File: config.mk
export PLATFORM = sky130hd
export DESIGN_NAME = bitwise_logic_pipe
export DESIGN_NICKNAME = d
export VERILOG_FILES = /design/src/rtl/logic_op_pkg.sv /design/src/rtl/logic_pipe_stage.sv /design/src/rtl/bitwise_logic_pipe.sv
export SDC_FILE = /design/constraint.sdc
export NUM_CORES = 1
export LEC_CHECK = 0
export CORE_ASPECT_RATIO = 0.7
export CORE_MARGIN = 2
export CORE_UTILIZATION = 30
export DETAILED_ROUTE_END_ITERATION = 10
export HOLD_SLACK_MARGIN = 0.1
export PLACE_DENSITY = 0.59
export SYNTH_ARGS = -nofsm -noshare
export SYNTH_HDL_FRONTEND = slang
export SYNTH_SLANG_ARGS = --single-unit
File: constraint.sdc
create_clock -name clk -period 2.55 [get_ports clk]
set_clock_uncertainty 0.2 [all_clocks]
set_input_delay 0.51 -clock clk [delete_from_list [all_inputs] [get_ports clk]]
set_output_delay 0.51 -clock clk [all_outputs]
set_load 0.01 [all_outputs]
File: src/rtl/logic_op_pkg.sv
// Shared opcode encoding for the bitwise logic pipe, plus a per-bit reference
// evaluator that the verification model uses.
package logic_op_pkg;

    typedef enum logic [2:0] {
        OP_NAND,
        OP_AND,
        OP_OR,
        OP_NOR,
        OP_XOR,
        OP_XNOR,
        OP_ANDN,
        OP_NOTA
    } logic_op_e;

    function automatic logic logic_eval(input logic_op_e op, input logic a, input logic b);
        logic r;
        r = 1'b0;
        case (op)
            OP_NAND: r = ~(a & b);
            OP_AND:  r = a & b;
            OP_OR:   r = a | b;
            OP_NOR:  r = ~(a | b);
            OP_XOR:  r = a ^ b;
            OP_XNOR: r = ~(a ^ b);
            OP_ANDN: r = a & ~b;
            OP_NOTA: r = ~a;
            default: r = 1'b0;
        endcase
        return r;
    endfunction

endpackage

File: src/rtl/logic_pipe_stage.sv
// One valid/ready register slice; the load enable (this slice's ready) is
// resolved by the parent so the whole ready chain sits in a single comb block.
module logic_pipe_stage #(
    parameter int W = 10
) (
    input  logic         clk,
    input  logic         rst_n,
    input  logic         ready,
    input  logic         in_valid,
    input  logic [W-1:0] in_data,
    output logic         out_valid,
    output logic [W-1:0] out_data
);

    // NOTE: sequential state uses <= so every slice samples its upstream
    // neighbour's pre-edge value; = here would let a beat race through stages.
    always_ff @(posedge clk or negedge rst_n) begin
        if (!rst_n) begin
            out_valid <= 1'b0;
        end else if (ready) begin
            out_valid <= in_valid;
        end
    end

    // NOTE: payload has no reset; it is only observed qualified by out_valid,
    // so leaving it off the reset tree keeps these as plain enable flops.
    always_ff @(posedge clk) begin
        if (ready && in_valid) begin
            out_data <= in_data;
        end
    end

endmodule

File: src/rtl/bitwise_logic_pipe.sv
// Runtime-selectable eight-function bitwise lane array with DEPTH registered,
// back-pressured stages, zero/all-ones flags and a saturating result counter.
module bitwise_logic_pipe
    import logic_op_pkg::*;
#(
    parameter int WIDTH = 8,
    parameter int DEPTH = 2,
    parameter int CNT_W = 16
) (
    input  logic             clk,
    input  logic             rst_n,
    input  logic             in_valid,
    output logic             in_ready,
    input  logic_op_e        op,
    input  logic [WIDTH-1:0] in1,
    input  logic [WIDTH-1:0] in2,
    output logic             out_valid,
    input  logic             out_ready,
    output logic [WIDTH-1:0] out,
    output logic             out_zero,
    output logic             out_ones,
    output logic [CNT_W-1:0] done_cnt
);

    localparam int SW = WIDTH + 2;

    logic [WIDTH-1:0] fn_res;
    logic [SW-1:0]    head_data;
    logic             stage_valid [DEPTH];
    logic [SW-1:0]    stage_data  [DEPTH];
    logic [DEPTH:0]   stage_ready;

    // NOTE: every always_comb output gets a default first so no path through
    // the case can leave it unassigned and infer a latch.
    always_comb begin
        fn_res = '0;
        case (op)
            OP_NAND: fn_res = ~(in1 & in2);
            OP_AND:  fn_res = in1 & in2;
            OP_OR:   fn_res = in1 | in2;
            OP_NOR:  fn_res = ~(in1 | in2);
            OP_XOR:  fn_res = in1 ^ in2;
            OP_XNOR: fn_res = ~(in1 ^ in2);
            OP_ANDN: fn_res = in1 & ~in2;
            OP_NOTA: fn_res = ~in1;
            default: fn_res = '0;
        endcase
    end

    assign head_data = {fn_res, ~|fn_res, &fn_res};

    // A slice may load when it is empty or its downstream neighbour is loading.
    always_comb begin
        stage_ready        = '0;
        stage_ready[DEPTH] = out_ready;
        for (int k = DEPTH - 1; k >= 0; k--) begin
            stage_ready[k] = !stage_valid[k] || stage_ready[k+1];
        end
    end

    for (genvar k = 0; k < DEPTH; k++) begin : g_stage
        logic          v_in;
        logic [SW-1:0] d_in;

        if (k == 0) begin : g_head
            assign v_in = in_valid;
            assign d_in = head_data;
        end else begin : g_link
            assign v_in = stage_valid[k-1];
            assign d_in = stage_data[k-1];
        end

        logic_pipe_stage #(.W(SW)) u_stage (
            .clk       (clk),
            .rst_n     (rst_n),
            .ready     (stage_ready[k]),
            .in_valid  (v_in),
            .in_data   (d_in),
            .out_valid (stage_valid[k]),
            .out_data  (stage_data[k])
        );
    end

    assign in_ready                   = stage_ready[0];
    assign out_valid                  = stage_valid[DEPTH-1];
    assign {out, out_zero, out_ones}  = stage_data[DEPTH-1];

    always_ff @(posedge clk or negedge rst_n) begin
        if (!rst_n) begin
            done_cnt <= '0;
        end else if (out_valid && out_ready && (done_cnt != {CNT_W{1'b1}})) begin
            done_cnt <= done_cnt + 1'b1;
        end
    end

endmodule
### Word-level counts from Yosys, hierarchy flattened

Cells that the tools add are included.

| operators by class | value |
|---|---|
| $add $sub $neg | 1 |
| equal/unequal tests | 8 |
| mux-type cells | 1 |
| bitwise operators | 9 |
| reduce and logical (&&, ||, !) cells | 12 |

Operator list:

| kind | number |
|---|---|
| case mux 8 bit (8 select lines) | 1 |
| NOT 8 bit | 5 |
| adder 16 x 1 -> 16 bit, second input constant | 1 |
| bitwise AND 8 bit | 2 |
| != test 16 bit, second input constant | 1 |
| == test 3 bit, second input constant | 4 |
| OR 8 bit | 1 |
| AND reduction 8 bit | 1 |
| OR reduction 8 bit | 1 |
| bitwise XOR 8 bit | 1 |
| == test 3 x 2 -> 1 bit, second input constant | 2 |
| logical AND 1 bit | 4 |
| == test 3 x 1 -> 1 bit, second input constant | 1 |
| logical NOT 1 bit | 3 |
| logical NOT 3 bit | 1 |
| logical OR 1 bit | 2 |

| storage, ports and cells | value |
|---|---|
| bits in registers | 38 |
| input bits | 23 |
| output and inout bits | 28 |
| word-level logic and storage cells | 36 |

### Depth between registers and ports, before layout

| depth | value |
|---|---|
| word-level depth | 5 |
| depth in mapped cells | 7 |
| gate-level depth less buffers | 7 |

### Modules after synthesis

Synthesis repeated with hierarchy kept, for this count alone.

| unflattened totals | value |
|---|---|
| cell total of the unflattened synthesis | 235 |
| area total of the unflattened synthesis | 2,606.2 um2 |

Modules (own cells, without submodules):

| module | instances | cells an instance | area an instance (um2) | seq. area each (um2) |
|---|---|---|---|---|
| bitwise_logic_pipe | 1 | 209 | 1,910.6 | 400.4 |
| logic_pipe_stage | 2 | 13 | 347.8 | 325.3 |

### Worst setup path before layout

No wires, ideal clock.

| path | value |
|---|---|
| path type | input to register |
| from | input port in1[5] |
| to | register g_stage[0].u_stage.out_data[1] (data pin) |
| setup time | 0.170 ns |
| arrival | 1.748 ns |
| required time | 2.180 ns |
| setup slack | 0.433 ns |
| stages on the path | 6 |
| buffers on the path | 0 |
| path through | inv_1 > ha_1 > a221o_1 > a22o_1 > nand3b_1 > nor4_2 |

| on the way | value |
|---|---|
| longest elaborated chain between the ends | 5 |
| elaborated cells between the ends (all ways) | 11 |
| those cells by class | 1 x mux; 8 x bitwise; 2 x reduce/logical |

Ends and longest elaborated chain:

| what | RTL line | source |
|---|---|---|
| start: declaration | bitwise_logic_pipe.sv:15 | `input logic [WIDTH-1:0] in1,` |
| bitwise XOR 8 bit, or another cell as far along | bitwise_logic_pipe.sv:42, bitwise_logic_pipe.sv:43 |  |
| NOT 8 bit (on tied branches) | bitwise_logic_pipe.sv:43, bitwise_logic_pipe.sv:38, bitwise_logic_pipe.sv:41 |  |
| case mux 8 bit (8 select lines) * | bitwise_logic_pipe.sv:37 | `case (op)` |
| net fn_res[5] | bitwise_logic_pipe.sv:27 | `logic [WIDTH-1:0] fn_res;` |
| OR reduction 8 bit * | bitwise_logic_pipe.sv:50 | `assign head_data = {fn_res, ~\|fn_res, &fn_res};` |
| logical NOT 1 bit * | bitwise_logic_pipe.sv:50 |  |
| net g_stage[0].d_in[1] | bitwise_logic_pipe.sv:63 | `logic [SW-1:0] d_in;` |
| end signal: assignment | logic_pipe_stage.sv:29 | `out_data <= in_data;` |
| end: declaration | logic_pipe_stage.sv:12 | `output logic [W-1:0] out_data` |

The timed path passes the listed nets; every way through them passes the cells marked *.
A chain may end at the register's enable or synchronous reset.

### Final worst setup path

| path | value |
|---|---|
| from | input port in1[2] |
| to | register g_stage[0].u_stage.out_data[0] (data pin) |

| on the way | value |
|---|---|
| longest elaborated chain between the ends | 4 |
| elaborated cells between the ends (all ways) | 10 |
| those cells by class | 1 x mux; 8 x bitwise; 1 x reduce/logical |

Ends and longest elaborated chain:

| what | RTL line |
|---|---|
| bitwise XOR 8 bit, or another cell as far along | bitwise_logic_pipe.sv:42, bitwise_logic_pipe.sv:43 |
| NOT 8 bit (on tied branches) | bitwise_logic_pipe.sv:43, bitwise_logic_pipe.sv:38, bitwise_logic_pipe.sv:41 |
| case mux 8 bit (8 select lines) * | bitwise_logic_pipe.sv:37 |
| net fn_res[2] | bitwise_logic_pipe.sv:27 |
| AND reduction 8 bit * | bitwise_logic_pipe.sv:50 |
| net g_stage[0].d_in[0] | bitwise_logic_pipe.sv:63 |

Marks and branches as above.

==> flow_metrics.tcl <==
set metrics [dict create \
    outcome "complete, but fails checks" \
    violations "design-rule violations" \
    yosys_most_used_dff "edfxtp_1" \
    synth_top_cell_by_area "edfxtp_1" \
    hp-class "flop to flop" \
    clk_pin_slew_ns 0.05 \
    std_cell_rows 27 \
    synthesis.nets 286 \
    hold_viol_final 0 \
    timing.fmax_mhz 408.6 \
    cts_num_sinks 38 \
    dp_slack_ns -0.2839 \
    synth.most_common_cell "ha_1" \
    fin_util_pct 44.54 \
    io_pins 51 \
    arrival_ns 2.39 \
    final_nets 373 \
    clk_latency_ns 0.28 \
    r2r_cells 5 \
    ys_seq_area_share_pct 42.17 \
    grt_pass1_vias 1918 \
    firstDrtPassIters 7 \
    cts_root_buf "clkbuf_16" \
    grt_pass1_wl_um 9135 \
    holdWs_ns 0.2156 \
    drt_iter0_drc 91 \
    ys_types 55 \
    setup_viol 0 \
    power.total_w 0.001926 \
    setup_ws_ns 0.1028 \
    wire_per_inst_um 12.76 \
    vdd_drop_max_mv 0.2962 \
    setup_tns_ns 0 \
    core_area_um2 7973 \
    die_y_um 80.26 \
    setup.worst_path.start_class "input port" \
    die_area_um2 9065 \
    h-tree-depth 2 \
    cts_buffers 5 \
    netlist_top_cells_area "edfxtp_1 24%, dfrtp_1 18%, ha_1 13%" \
    antenna_cells 0 \
    initial_core_util_pct 31.26 \
    clk_path_buf_depth 2 \
    finalWorstPathRequiredPeriod_ns 2.447 \
    synthArstFlopShare_pct 47.37 \
    crit_fanout 3 \
    yosys-top-cells-count "25 x ha_1, 21 x inv_1, 20 x edfxtp_1" \
    cap_violations 0 \
    synth-warning-count 0 \
    worst_pin_slew_ns 0.4890 \
    place_hpwl_um 4274 \
    drive_gt1_share_pct 18.10 \
    ys_ff_latch 38 \
    synth_edf_count 20 \
    finalCritPeriodShare_pct 95.97 \
    track_usage_pct 12.46 \
    grt_max_degree 23 \
    multi_input_area_um2 1349 \
    finalMaxSlewViolations 0 \
    dieWidth_um 112.9 \
    vias 1980 \
    worstHoldPathCells 0 \
    ant_nets 0 \
    p_leak_nw 1.538 \
    register_area_um2 1051 \
    avgSynthCellArea_um2 10.47 \
    required_ns 2.49 \
    netlist_area_um2 2492 \
    n_fill_cell 763 \
    wirelength_um 5450 \
    overflow 0 \
    rsz0062_at_grt "true" \
    end_kind "flop" \
    area_delta_synth_final_pct 42.47 \
    io_buffers 50 \
    syn_inst 238 \
    antenna_found_initial 0 \
    powerDensity_nw_per_um2 542.5 \
    synth_top_area_share_pct 24.10 \
    vias_per_cell 4.637 \
    crit_type "input port to flop" \
    drc 4 \
    cts_tree "done" \
    slew_headroom_pct 67.40 \
    holdBufCountCts 0 \
    place.gp.congestion 0.8150 \
]
[power by group]
group          internal [W]  switching (W)  leakage [nW]
Sequential         0.000735      0.0000712         0.426
Combinational      0.000300       0.000237          1.04
Clock              0.000357       0.000226        0.0683
[cells by family (layout without fill, tap and decap cells)]
family	after synthesis	after routing	share of synthesized area (%)
and+or+nand+nor	85	85	19.63
AOI/OAI and AO/OA	43	43	14.01
DFF	38	38	42.17
buffers and inverters	29	117	5.120
adders and majority gates	25	25	12.55
xor gates and xnor gates	15	15	5.271
muxes	3	3	1.255
[worst max-delay path: stages]
cell             delay, ns
clkdlybuf4s50_1       0.48
inv_1                 0.05
ha_1                  0.30
and2_1                0.17
o21a_1                0.18
o32ai_1               0.23
buf_4                 0.17
nand2_1               0.06
and4b_1               0.25
[worst paths after layout]
check / startpoint / to / slack (ns)
max: in1[2] / g_stage[0].u_stage.out_data[0] / 0.10
min: g_stage[0].u_stage.out_data[5] / g_stage[1].u_stage.out_data[5] / 0.22
max reg2reg: done_cnt[7] / done_cnt[13] / 0.47
min reg2reg: g_stage[0].u_stage.out_data[5] / g_stage[1].u_stage.out_data[5] / 0.22
max in group asynchronous: rst_n / g_stage[1].u_stage.out_valid / 1.59
min in group asynchronous: rst_n / done_cnt[9] / 0.36
[registers in the layout, summed over array words and instances, names as in the netlist]
name / count
done_cnt: 16
g_stage.u_stage.out_data: 20
g_stage.u_stage.out_valid: 2
[repair_timing]
| item | in CTS | in global routing |
|---|---|---|
| resized for setup | 1 | 8 |
| hold endpoints to repair | 0 | 0 |
| endpoints found under the setup margin | 1 | 2 |
| pin swaps | 0 | 3 |
| buffers inserted | 0 | 0 |
[placed cells by master, fill, tap and decap left out, drive strengths merged, types with 3 or more instances in the layout]
cell type      netlist  final
clkdlybuf4s50        0     46
buf                  7     38
ha                  25     25
inv                 21     21
edfxtp              20     20
dfrtp               18     18
nor2                14     14
nand2               12     12
nor2b               11     11
xnor2               11     11
nand2b               8      8
and2                 7      7
o21ai                6      6
nand3                6      6
clkbuf               1      6
nand4                5      5
nor3                 5      5
o221ai               4      4
a221o                4      4
xor2                 4      4
dlymetal6s2s         0      4
o22ai                3      3
a211o                3      3
a211oi               3      3
and4                 3      3
a21oi                3      3
or2                  3      3
and3                 3      3
[layer usage]
layer  vias to the layer above  routed length [µm]  GRT usage, %  share of wire (%)
met4                         0                  78         4.024                1.4
met2                        50                2288         18.80                 42
met3                         7                 273         2.038                5.0
met5                         -                   0             0                  0
li1                       1029                   -             -                  -
met1                       894                2809         18.16                 52
[metrics by stage]
stage          area [µm²]  cells
2_1_floorplan        2492    238
3_5_place_dp         3368    419
5_1_grt              3551    427
3_3_place_gp         3368    419
4_1_cts              3511    427
6_report             3551    427
[layout make-up]
class	instances	area share [%]
Tap cell	101	3.559
Clock inverter	2	0.2467
Clock buffer	6	3.629
Inverter	21	2.220
Sequential cell	38	29.60
Multi-Input combinational cell	171	37.98
Timing Repair Buffer	88	22.76
No activity file was read; power rests on OpenSTA's default activity.
